File: src/rtl/mux8way16_arbiter_if.sv
// Purpose : handshake/bus bundle between producer lanes, the arbiter and the
//           downstream consumer.
// Signals : req       - per-lane "word ready" flags
//           in_data   - lane i word at in_data[i*WIDTH +: WIDTH]
//           out_ready - consumer accepts out_data this cycle
//           gnt       - one-hot registered grant
//           sel       - binary index of the granted lane (mux select)
//           out_valid - out_data holds a valid word
//           out_data  - latched word of the granted lane
//           ack       - per-lane transfer acknowledge
// Modports: slave  - arbiter side
//           master - producer/consumer side (testbench)
interface mux8way16_arbiter_if #(
    parameter int WIDTH = 16
);
    logic [7:0]         req;
    logic [8*WIDTH-1:0] in_data;
    logic               out_ready;
    logic [7:0]         gnt;
    logic [2:0]         sel;
    logic               out_valid;
    logic [WIDTH-1:0]   out_data;
    logic [7:0]         ack;

    modport slave (
        input  req, in_data, out_ready,
        output gnt, sel, out_valid, out_data, ack
    );

    modport master (
        output req, in_data, out_ready,
        input  gnt, sel, out_valid, out_data, ack
    );
endinterface

File: src/rtl/mux8way16_arbiter.sv
// Purpose : round-robin arbiter/sequencer sharing one WIDTH-bit output bus
//           among 8 requesters. Grants one lane, latches its word and offers
//           it downstream with a valid/ready handshake.
// Ports   : clk    - system clock, rising edge
//           reset  - synchronous, active-high
//           bus    - mux8way16_arbiter_if.slave (req/in_data/out_ready in,
//                    gnt/sel/out_valid/out_data/ack out)
//           lock_i - per-lane burst lock (only with ARB_LOCK_EN)
// Option  : define ARB_LOCK_EN to add lock_i; a locked lane that still
//           requests in the arbitration cycle right after its transfer wins
//           again without advancing the rotation pointer.
//
// state | meaning
// ------+--------------------------------------------------------------
// IDLE  | no word held; arbitrate among req and latch the winner
// BUSY  | word held on out_data, out_valid=1, waiting for out_ready
module mux8way16_arbiter #(
    parameter int WIDTH = 16
) (
    input  logic                clk,
    input  logic                reset,
`ifdef ARB_LOCK_EN
    input  logic [7:0]          lock_i,
`endif
    mux8way16_arbiter_if.slave  bus
);

    typedef enum logic {
        IDLE = 1'b0,
        BUSY = 1'b1
    } state_t;

    state_t             state_q, state_d;
    logic [2:0]         last_q, last_d;
    logic [2:0]         sel_q, sel_d;
    logic [7:0]         gnt_q, gnt_d;
    logic               out_valid_q, out_valid_d;
    logic [WIDTH-1:0]   out_data_q, out_data_d;
    logic               after_xfer_q, after_xfer_d;

    logic [2:0]         win;
    logic               win_found;
    logic [2:0]         idx;

    // Scan last+1, last+2, ... (3-bit arithmetic wraps 7 -> 0).
    always_comb begin
        win       = 3'd0;
        win_found = 1'b0;
        idx       = 3'd0;
        for (int k = 0; k < 8; k++) begin
            idx = last_q + 3'(k + 1);
            if (!win_found && bus.req[idx]) begin
                win_found = 1'b1;
                win       = idx;
            end
        end
    end

    always_comb begin
        state_d      = state_q;
        last_d       = last_q;
        sel_d        = sel_q;
        gnt_d        = gnt_q;
        out_valid_d  = out_valid_q;
        out_data_d   = out_data_q;
        after_xfer_d = 1'b0;

        case (state_q)
            IDLE: begin
                gnt_d       = 8'h00;
                out_valid_d = 1'b0;
`ifdef ARB_LOCK_EN
                // Lock only holds for the single cycle following a transfer
                // and only while the locked lane keeps requesting.
                if (after_xfer_q && lock_i[sel_q] && bus.req[sel_q]) begin
                    gnt_d       = 8'h01 << sel_q;
                    out_data_d  = bus.in_data[sel_q*WIDTH +: WIDTH];
                    out_valid_d = 1'b1;
                    state_d     = BUSY;
                end else
`endif
                if (win_found) begin
                    sel_d       = win;
                    gnt_d       = 8'h01 << win;
                    out_data_d  = bus.in_data[win*WIDTH +: WIDTH];
                    out_valid_d = 1'b1;
                    last_d      = win;
                    state_d     = BUSY;
                end
            end
            BUSY: begin
                if (bus.out_ready) begin
                    out_valid_d  = 1'b0;
                    gnt_d        = 8'h00;
                    after_xfer_d = 1'b1;
                    state_d      = IDLE;
                end
            end
            default: state_d = IDLE;
        endcase
    end

    always_ff @(posedge clk) begin
        if (reset) begin
            state_q      <= IDLE;
            last_q       <= 3'd7;
            sel_q        <= 3'd0;
            gnt_q        <= 8'h00;
            out_valid_q  <= 1'b0;
            out_data_q   <= '0;
            after_xfer_q <= 1'b0;
        end else begin
            state_q      <= state_d;
            last_q       <= last_d;
            sel_q        <= sel_d;
            gnt_q        <= gnt_d;
            out_valid_q  <= out_valid_d;
            out_data_q   <= out_data_d;
            after_xfer_q <= after_xfer_d;
        end
    end

    assign bus.gnt       = gnt_q;
    assign bus.sel       = sel_q;
    assign bus.out_valid = out_valid_q;
    assign bus.out_data  = out_data_q;
    // Gated by reset so a word dropped by a mid-transfer reset is never acked.
    assign bus.ack       = gnt_q & {8{out_valid_q & bus.out_ready & ~reset}};

endmodule

File: src/flat_wrapper.sv
// flat-port wrapper written by rule: the top's interface ports become plain ports
module mux8way16_arbiter_flat 
#(
    parameter int WIDTH = 16
)
  (clk, reset, bus_req, bus_in_data, bus_out_ready, bus_gnt, bus_sel, bus_out_valid, bus_out_data, bus_ack);
  mux8way16_arbiter_if #(.WIDTH(WIDTH)) bus_i ();
  input  logic clk;
  input  logic reset;
  input wire logic [$bits(bus_i.req)-1:0] bus_req;
  input wire logic [$bits(bus_i.in_data)-1:0] bus_in_data;
  input wire logic [$bits(bus_i.out_ready)-1:0] bus_out_ready;
  output wire logic [$bits(bus_i.gnt)-1:0] bus_gnt;
  output wire logic [$bits(bus_i.sel)-1:0] bus_sel;
  output wire logic [$bits(bus_i.out_valid)-1:0] bus_out_valid;
  output wire logic [$bits(bus_i.out_data)-1:0] bus_out_data;
  output wire logic [$bits(bus_i.ack)-1:0] bus_ack;
  assign bus_i.req = bus_req;
  assign bus_i.in_data = bus_in_data;
  assign bus_i.out_ready = bus_out_ready;
  assign bus_gnt = bus_i.gnt;
  assign bus_sel = bus_i.sel;
  assign bus_out_valid = bus_i.out_valid;
  assign bus_out_data = bus_i.out_data;
  assign bus_ack = bus_i.ack;
  mux8way16_arbiter #(.WIDTH(WIDTH)) u_core (.clk(clk), .reset(reset), .bus(bus_i));
endmodule
File: config.mk
export PLATFORM = sky130hd
export DESIGN_NAME = mux8way16_arbiter_flat
export DESIGN_NICKNAME = d
export VERILOG_FILES = /design/src/rtl/mux8way16_arbiter_if.sv /design/src/rtl/mux8way16_arbiter.sv /design/src/flat_wrapper.sv
export SDC_FILE = /design/constraint.sdc
export NUM_CORES = 1
export LEC_CHECK = 0
export ABC_AREA = 1
export ABC_CLOCK_PERIOD_IN_PS = 4650
export BUFFER_PORTS_ARGS = -buffer_cell sky130_fd_sc_hd__buf_2
export CAP_MARGIN = 40
export CORE_ASPECT_RATIO = 2
export CORE_UTILIZATION = 50
export DETAILED_ROUTE_END_ITERATION = 12
export GPL_ROUTABILITY_DRIVEN = 0
export PLACE_DENSITY = 0.95
export SLEW_MARGIN = 10
export SYNTH_ARGS = -nofsm -noshare
export SYNTH_HDL_FRONTEND = slang
export SYNTH_SLANG_ARGS = --single-unit
File: constraint.sdc
create_clock -name clk -period 4.65 [get_ports clk]
set_input_delay 0.465 -clock clk [delete_from_list [all_inputs] [get_ports clk]]
set_output_delay 0.465 -clock clk [all_outputs]
set_load 0.02 [all_outputs]
==> qor.yml, run 1 <==
clock_latency_ps: 270
fin_area_mm2: 0.00435
setup_viol_count_final: 0
synthTopCellsByCount: "nand2_1, nand3_1, inv_1"
nFillCells: 651
arrival_ps: 4090
finalHoldViolCount: 0
cts_tree: "yes"
die_y_um: 119
multi_input_area_mm2: 0.00235
grt_overflow: 0
cp-end-kind: "flip-flop"
slew-limit-headroom_pct: 50.6
crit_path_top_delay_cell: "dfxtp_1"
worst_pin_slew_ps: 740
synth_top_cells_by_area: "nand2_1, dfxtp_1, nand3_1"
clk_path_buf_depth: 2
initial_core_util_pct: 51.7
whs_ps: 476
grt_pass1_wl_mm: 17.2
dr.pass1.iters: 5
crit_family: "simple AND/OR/NAND/NOR gates"
max-cap-violations: 0
finClkSkew_ps: 1.09
syn_area_per_cell_um2: 5.17
clk_pin_slew_ps: 50
yosys_warnings: 0
finalSetupTns_ps: 0
cts_root_buffer: "clkbuf_16"
syn-num-nets: 797
routed_via_density: 5.19
num_vias: 4628
status: "complete, no violations"
cp_cell_sequence: "inv_2, ha_1, inv_1, nand3_1, nand3_2, nand2_2, nor2_4, nand3_2, nor3_4, nand3_1, nand2_1, inv_2, nand2_1, inv_1, nand2_1, nand3_1, nand2_1, inv_1"
cp_max_fo: 20
min_period_over_period_pct: 84.4
drv_slew: 0
post-cts-setup-buffer-count: 0
synth_top_cell_by_area: "nand2_1"
max_freq_ghz: 0.255
die_w_um: 60.3
cts.sinks: 32
cpPeakStageDelay_ps: 610
hold_buffers: 0
ys_types: 31
cts-buffers-inserted: 5
antenna_cells: 0
period_needed_ps: 3920
crit_top_cell: "nand2_1"
drive_above_1_share_pct: 25.9
synth-seq-cells: 32
grt_max_degree: 65
area_growth_syn_to_layout_pct: 28.2
place_area_mm2: 0.00419
worst-setup-path-type: "reg -> reg"
worst-path-buf-inv: 5
synth.most_common_cell: "nand2_1"
ios: 175
ys.flop_type: "dfxtp_1"
synth-edff-count: 0
drc: 0
cts_resized: 0
antenna_found_initial: 0
hp-class: "reg -> reg"
dpl.hpwl_mm: 9.03
nNetsFinal: 943
synthArstFlopShare_pct: 0
grt_setup_unrepaired: "no"
track_usage_pct: 31.5
wl_per_cell_um: 13.1
synth_seq_area_share_pct: 18.9
yosysTopAreaCellShare_pct: 39.1
die_area_mm2: 0.00714
ant_nets: 0
rows: 42
register_area_um2: 641
drt_iter0_drc: 337
grt_pass1_vias: 3997
wl_mm: 11.7
port_buffers: 174
startpoint_type: "flip-flop"
syn_inst: 656
cts_htree_levels: 2
netlist_area_mm2: 0.00339
coreArea_mm2: 0.00657
cp.required_ps: 4820
[registers in the layout, summed over array words and instances (netlist names)]
name,cells
u_core.bus.sel,3
u_core.bus.out_valid,1
u_core.bus.gnt,8
u_core.last_q,3
u_core.state_q,1
u_core.bus.out_data,16
[cell usage in the layout, fill, tap and decap left out, drive strengths merged]
| master | count |
|---|---|
| nor3 | 1 |
| buf | 179 |
| nand2 | 357 |
| clkinv | 2 |
| a21oi | 11 |
| dfxtp | 32 |
| xor2 | 2 |
| clkbuf | 6 |
| o211ai | 3 |
| bufinv | 1 |
| a31oi | 1 |
| nand3 | 120 |
| ha | 2 |
| o21ai | 7 |
| nor2 | 26 |
| o21a | 1 |
| xnor2 | 1 |
| nand4 | 5 |
| o221ai | 1 |
| o21bai | 1 |
| inv | 44 |
[worst register-to-register path, cell delays in order (launching register included)]
cell     delay, ps
dfxtp_1        610
inv_2          170
ha_1           430
inv_1          190
nand3_1        140
nand3_2        100
nand2_2         80
nor2_4         150
nand3_2        100
nor3_4         220
nand3_1        120
nand2_1        500
inv_2          200
nand2_1        130
inv_1          270
nand2_1        210
nand3_1         80
nand2_1         60
inv_1           50
[metrics by stage]
step	setup WS, ps	util [%]	std cells
6_report	727	66.2	891
2_1_floorplan	1930	-	656
3_5_place_dp	821	63.8	883
3_3_place_gp	927	63.8	883
4_1_cts	799	66.2	891
5_1_grt	335	66.2	891
[worst paths after layout]
path	from	endpoint	slack, ps	cells after the start
worst max register to register	u_core.last_q[0]$_SDFFE_PP1P_	u_core.bus.out_data[14]$_SDFFE_PP0P_	730	18
worst min register to register	u_core.bus.gnt[0]$_SDFFE_PP0P_	u_core.bus.gnt[0]$_SDFFE_PP0P_	480	2
worst max-delay path	u_core.last_q[0]$_SDFFE_PP1P_	u_core.bus.out_data[14]$_SDFFE_PP0P_	730	18
worst min-delay path	u_core.bus.gnt[0]$_SDFFE_PP0P_	u_core.bus.gnt[0]$_SDFFE_PP0P_	480	2
[layout make-up]
type	instances	area share (%)
Clock buffer	6	2.96
Clock inverter	2	0.805
Inverter	45	3.91
Multi-Input combinational cell	539	53.9
Sequential cell	32	14.7
Tap cell	88	2.53
Timing Repair Buffer	179	21.2
[kinds of logic (layout without fill, tap and decap cells)]
family | after synthesis | in the layout | share of synthesized area (%)
xor gates and xnor gates | 3 | 3 | 0.995
buffers and inverters | 85 | 232 | 12.1
adders and majority gates | 2 | 2 | 0.737
and+or+nand+nor | 509 | 509 | 62.9
AOI/OAI and AO/OA | 25 | 25 | 4.42
DFF | 32 | 32 | 18.9
[layer usage]
| metal | share of wire (%) | up-vias | track usage (%) |
|---|---|---|---|
| met2 | 54 | 214 | 59.9 |
| met4 | 5.3 | 0 | 18.2 |
| met3 | 5.9 | 47 | 4.16 |
| met1 | 34 | 2023 | 29.2 |
| met5 | 0 | - | 0 |
| li1 | - | 2344 | - |
Power of run 1 is left out: the tool's default activity adds up to more than one toggle a clock period on the data nets, which glitch-free logic cannot reach.
==> inputs of run 2 (changes only) <==
--- a/config.mk
+++ b/config.mk
@@ -6,14 +6,14 @@
 export NUM_CORES = 1
 export LEC_CHECK = 0
 export ABC_AREA = 1
-export ABC_CLOCK_PERIOD_IN_PS = 4650
+export ABC_CLOCK_PERIOD_IN_PS = 3500
 export BUFFER_PORTS_ARGS = -buffer_cell sky130_fd_sc_hd__buf_2
 export CAP_MARGIN = 40
 export CORE_ASPECT_RATIO = 2
-export CORE_UTILIZATION = 50
+export CORE_UTILIZATION = 42
 export DETAILED_ROUTE_END_ITERATION = 12
 export GPL_ROUTABILITY_DRIVEN = 0
-export PLACE_DENSITY = 0.95
+export PLACE_DENSITY = 0.89
 export SLEW_MARGIN = 10
 export SYNTH_ARGS = -nofsm -noshare
 export SYNTH_HDL_FRONTEND = slang
==> constraint.sdc (replaced) <==
create_clock -name clk -period 3.5 [get_ports clk]
set_input_delay 0.35 -clock clk [delete_from_list [all_inputs] [get_ports clk]]
set_output_delay 0.35 -clock clk [all_outputs]
set_load 0.02 [all_outputs]
==> qor.yml, run 2 (synthesis gave the netlist of run 1 again) <==
post-cts-setup-buffer-count: 0  # unchanged
min_delay_path_depth: 2  # unchanged
hold_buffers: 0  # unchanged
cp-end-kind: "flip-flop"
startpoint_type: "flip-flop"
cts-buffers-inserted: 5  # unchanged
drc: 0  # unchanged
post-route-util_pct: 56.7  # -9.5 points
cp.required_ps: 3720  # -1100 ps
routed_via_density: 5.17  # -0.56%
cts_root_buffer: "clkbuf_16"
max_freq_ghz: 0.315  # +24%
drive_above_1_share_pct: 26.9  # +0.98 points
finalHoldViolCount: 0  # unchanged
reg2reg_depth: 20  # +2
wl_mm: 12.3  # +5.6%
status: "complete, no violations"
cp_max_fo: 50  # +150%
cts_htree_levels: 2  # unchanged
die_y_um: 129  # +9.0%
port_buffers: 174  # unchanged
drt_iter0_drc: 240  # -29%
largest_reg_flops: 16  # unchanged
min_period_over_period_pct: 90.7  # +6.4 points
worst_pin_slew_ps: 674  # -66.1 ps
cts_tree: "yes"
clk_pin_slew_ps: 50  # about the same
dpl.hpwl_mm: 9.72  # +7.6%
grt_pass1_vias: 4145  # +3.7%
ant_nets: 0  # unchanged
nNetsFinal: 951  # +0.85%
die_area_mm2: 0.00847  # +19%
grt_overflow: 0  # unchanged
clk_path_buf_depth: 2  # unchanged
dr.pass1.iters: 5  # unchanged
coreArea_mm2: 0.00789  # +20%
grt_setup_unrepaired: "no"
arrival_ps: 3390  # -700 ps
worst-setup-path-type: "reg -> reg"
period_needed_ps: 3180  # -748 ps
grt_pass1_wl_mm: 18.8  # +9.4%
cts.sinks: 32  # unchanged
rows: 46  # +9.5%
ios: 175  # unchanged
num_vias: 4690  # +1.3%
most-common-layout-cells: "nand2_1, buf_2, nand3_1"
area_growth_syn_to_layout_pct: 31.7
clock_latency_ps: 270  # about the same
placed_cells: 899  # +1.8%
final_common_cell: "nand2_1"
initial_core_util_pct: 43.0  # -8.6 points
wl_per_cell_um: 13.6  # +3.6%
die_w_um: 65.6  # +8.8%
grt_max_degree: 65  # unchanged
slew-limit-headroom_pct: 55.0  # +4.4 points
hp-class: "in -> reg"
setup_viol_count_final: 0  # unchanged
antenna_found_initial: 1  # +1
track_usage_pct: 28.7  # -2.8 points
layout.cells.non_filler: 908  # +1.9%
finalSetupTns_ps: 0  # unchanged
max-cap-violations: 0  # unchanged
drv_slew: 0  # unchanged
finClkSkew_ps: 2.69  # +1.60 ps
## run 2: area by class of cell
type                    instances  area, um^2
clock buffers                   7         153
multi-input cells             539        2350
fillers                       811        3410
diodes                          1        2.50
clock inverters                 1        30.0
well taps                      96         120
repair buffers                187        1010
flip-flops and latches         32         641
inverters                      45         170
## run 2: worst max-delay path, cell delays in order (launching register included)
cell	delay, ps
dfxtp_1	340
clkinv_2	140
ha_1	400
inv_1	200
nand3_1	140
nand3_2	110
nand2_2	90
nor2_4	160
nand3_2	110
nor3_4	230
nand4_2	190
nand2_2	170
buf_12	240
nand2_1	70
nand2_1	80
nand2_1	70
nand2_1	90
nand2_1	60
nand3_1	90
nand2_1	50
inv_1	70
## run 2: worst paths after layout
check | from | endpoint | slack, ps
worst max register to register | u_core.last_q[1]$_SDFFE_PP1P_ | u_core.bus.out_data[8]$_SDFFE_PP0P_ | 320
worst max-delay path | u_core.last_q[1]$_SDFFE_PP1P_ | u_core.bus.out_data[8]$_SDFFE_PP0P_ | 320
worst min register to register | u_core.bus.sel[0]$_SDFFE_PP0P_ | u_core.bus.sel[0]$_SDFFE_PP0P_ | 460
worst min-delay path | reset | u_core.bus.gnt[6]$_SDFFE_PP0P_ | 390
## run 2: metal layers
metal	up-vias	track usage (%)	part of all wire, %
met5	-	0	0
met4	0	16.1	5.8
met3	50	3.79	4.6
met2	187	55.6	54
met1	2081	27.9	35
li1	2372	-	-
## run 2: what timing repair did
action / CTS / global route
endpoints found under the setup margin: 0 / 16
resized for setup: 0 / 2
hold endpoints to repair: 0 / 0
## run 2: through the flow
step                setup WS [ps]  hold slack, ps  area (um^2)
floorplan                     776             434         3390
global placement              392             454         4280
detailed placement            329             457         4280
CTS                           288             387         4470
global route                 22.1             400         4470
finish                        325             394         4470
Power of run 2 is left out for the same reason.
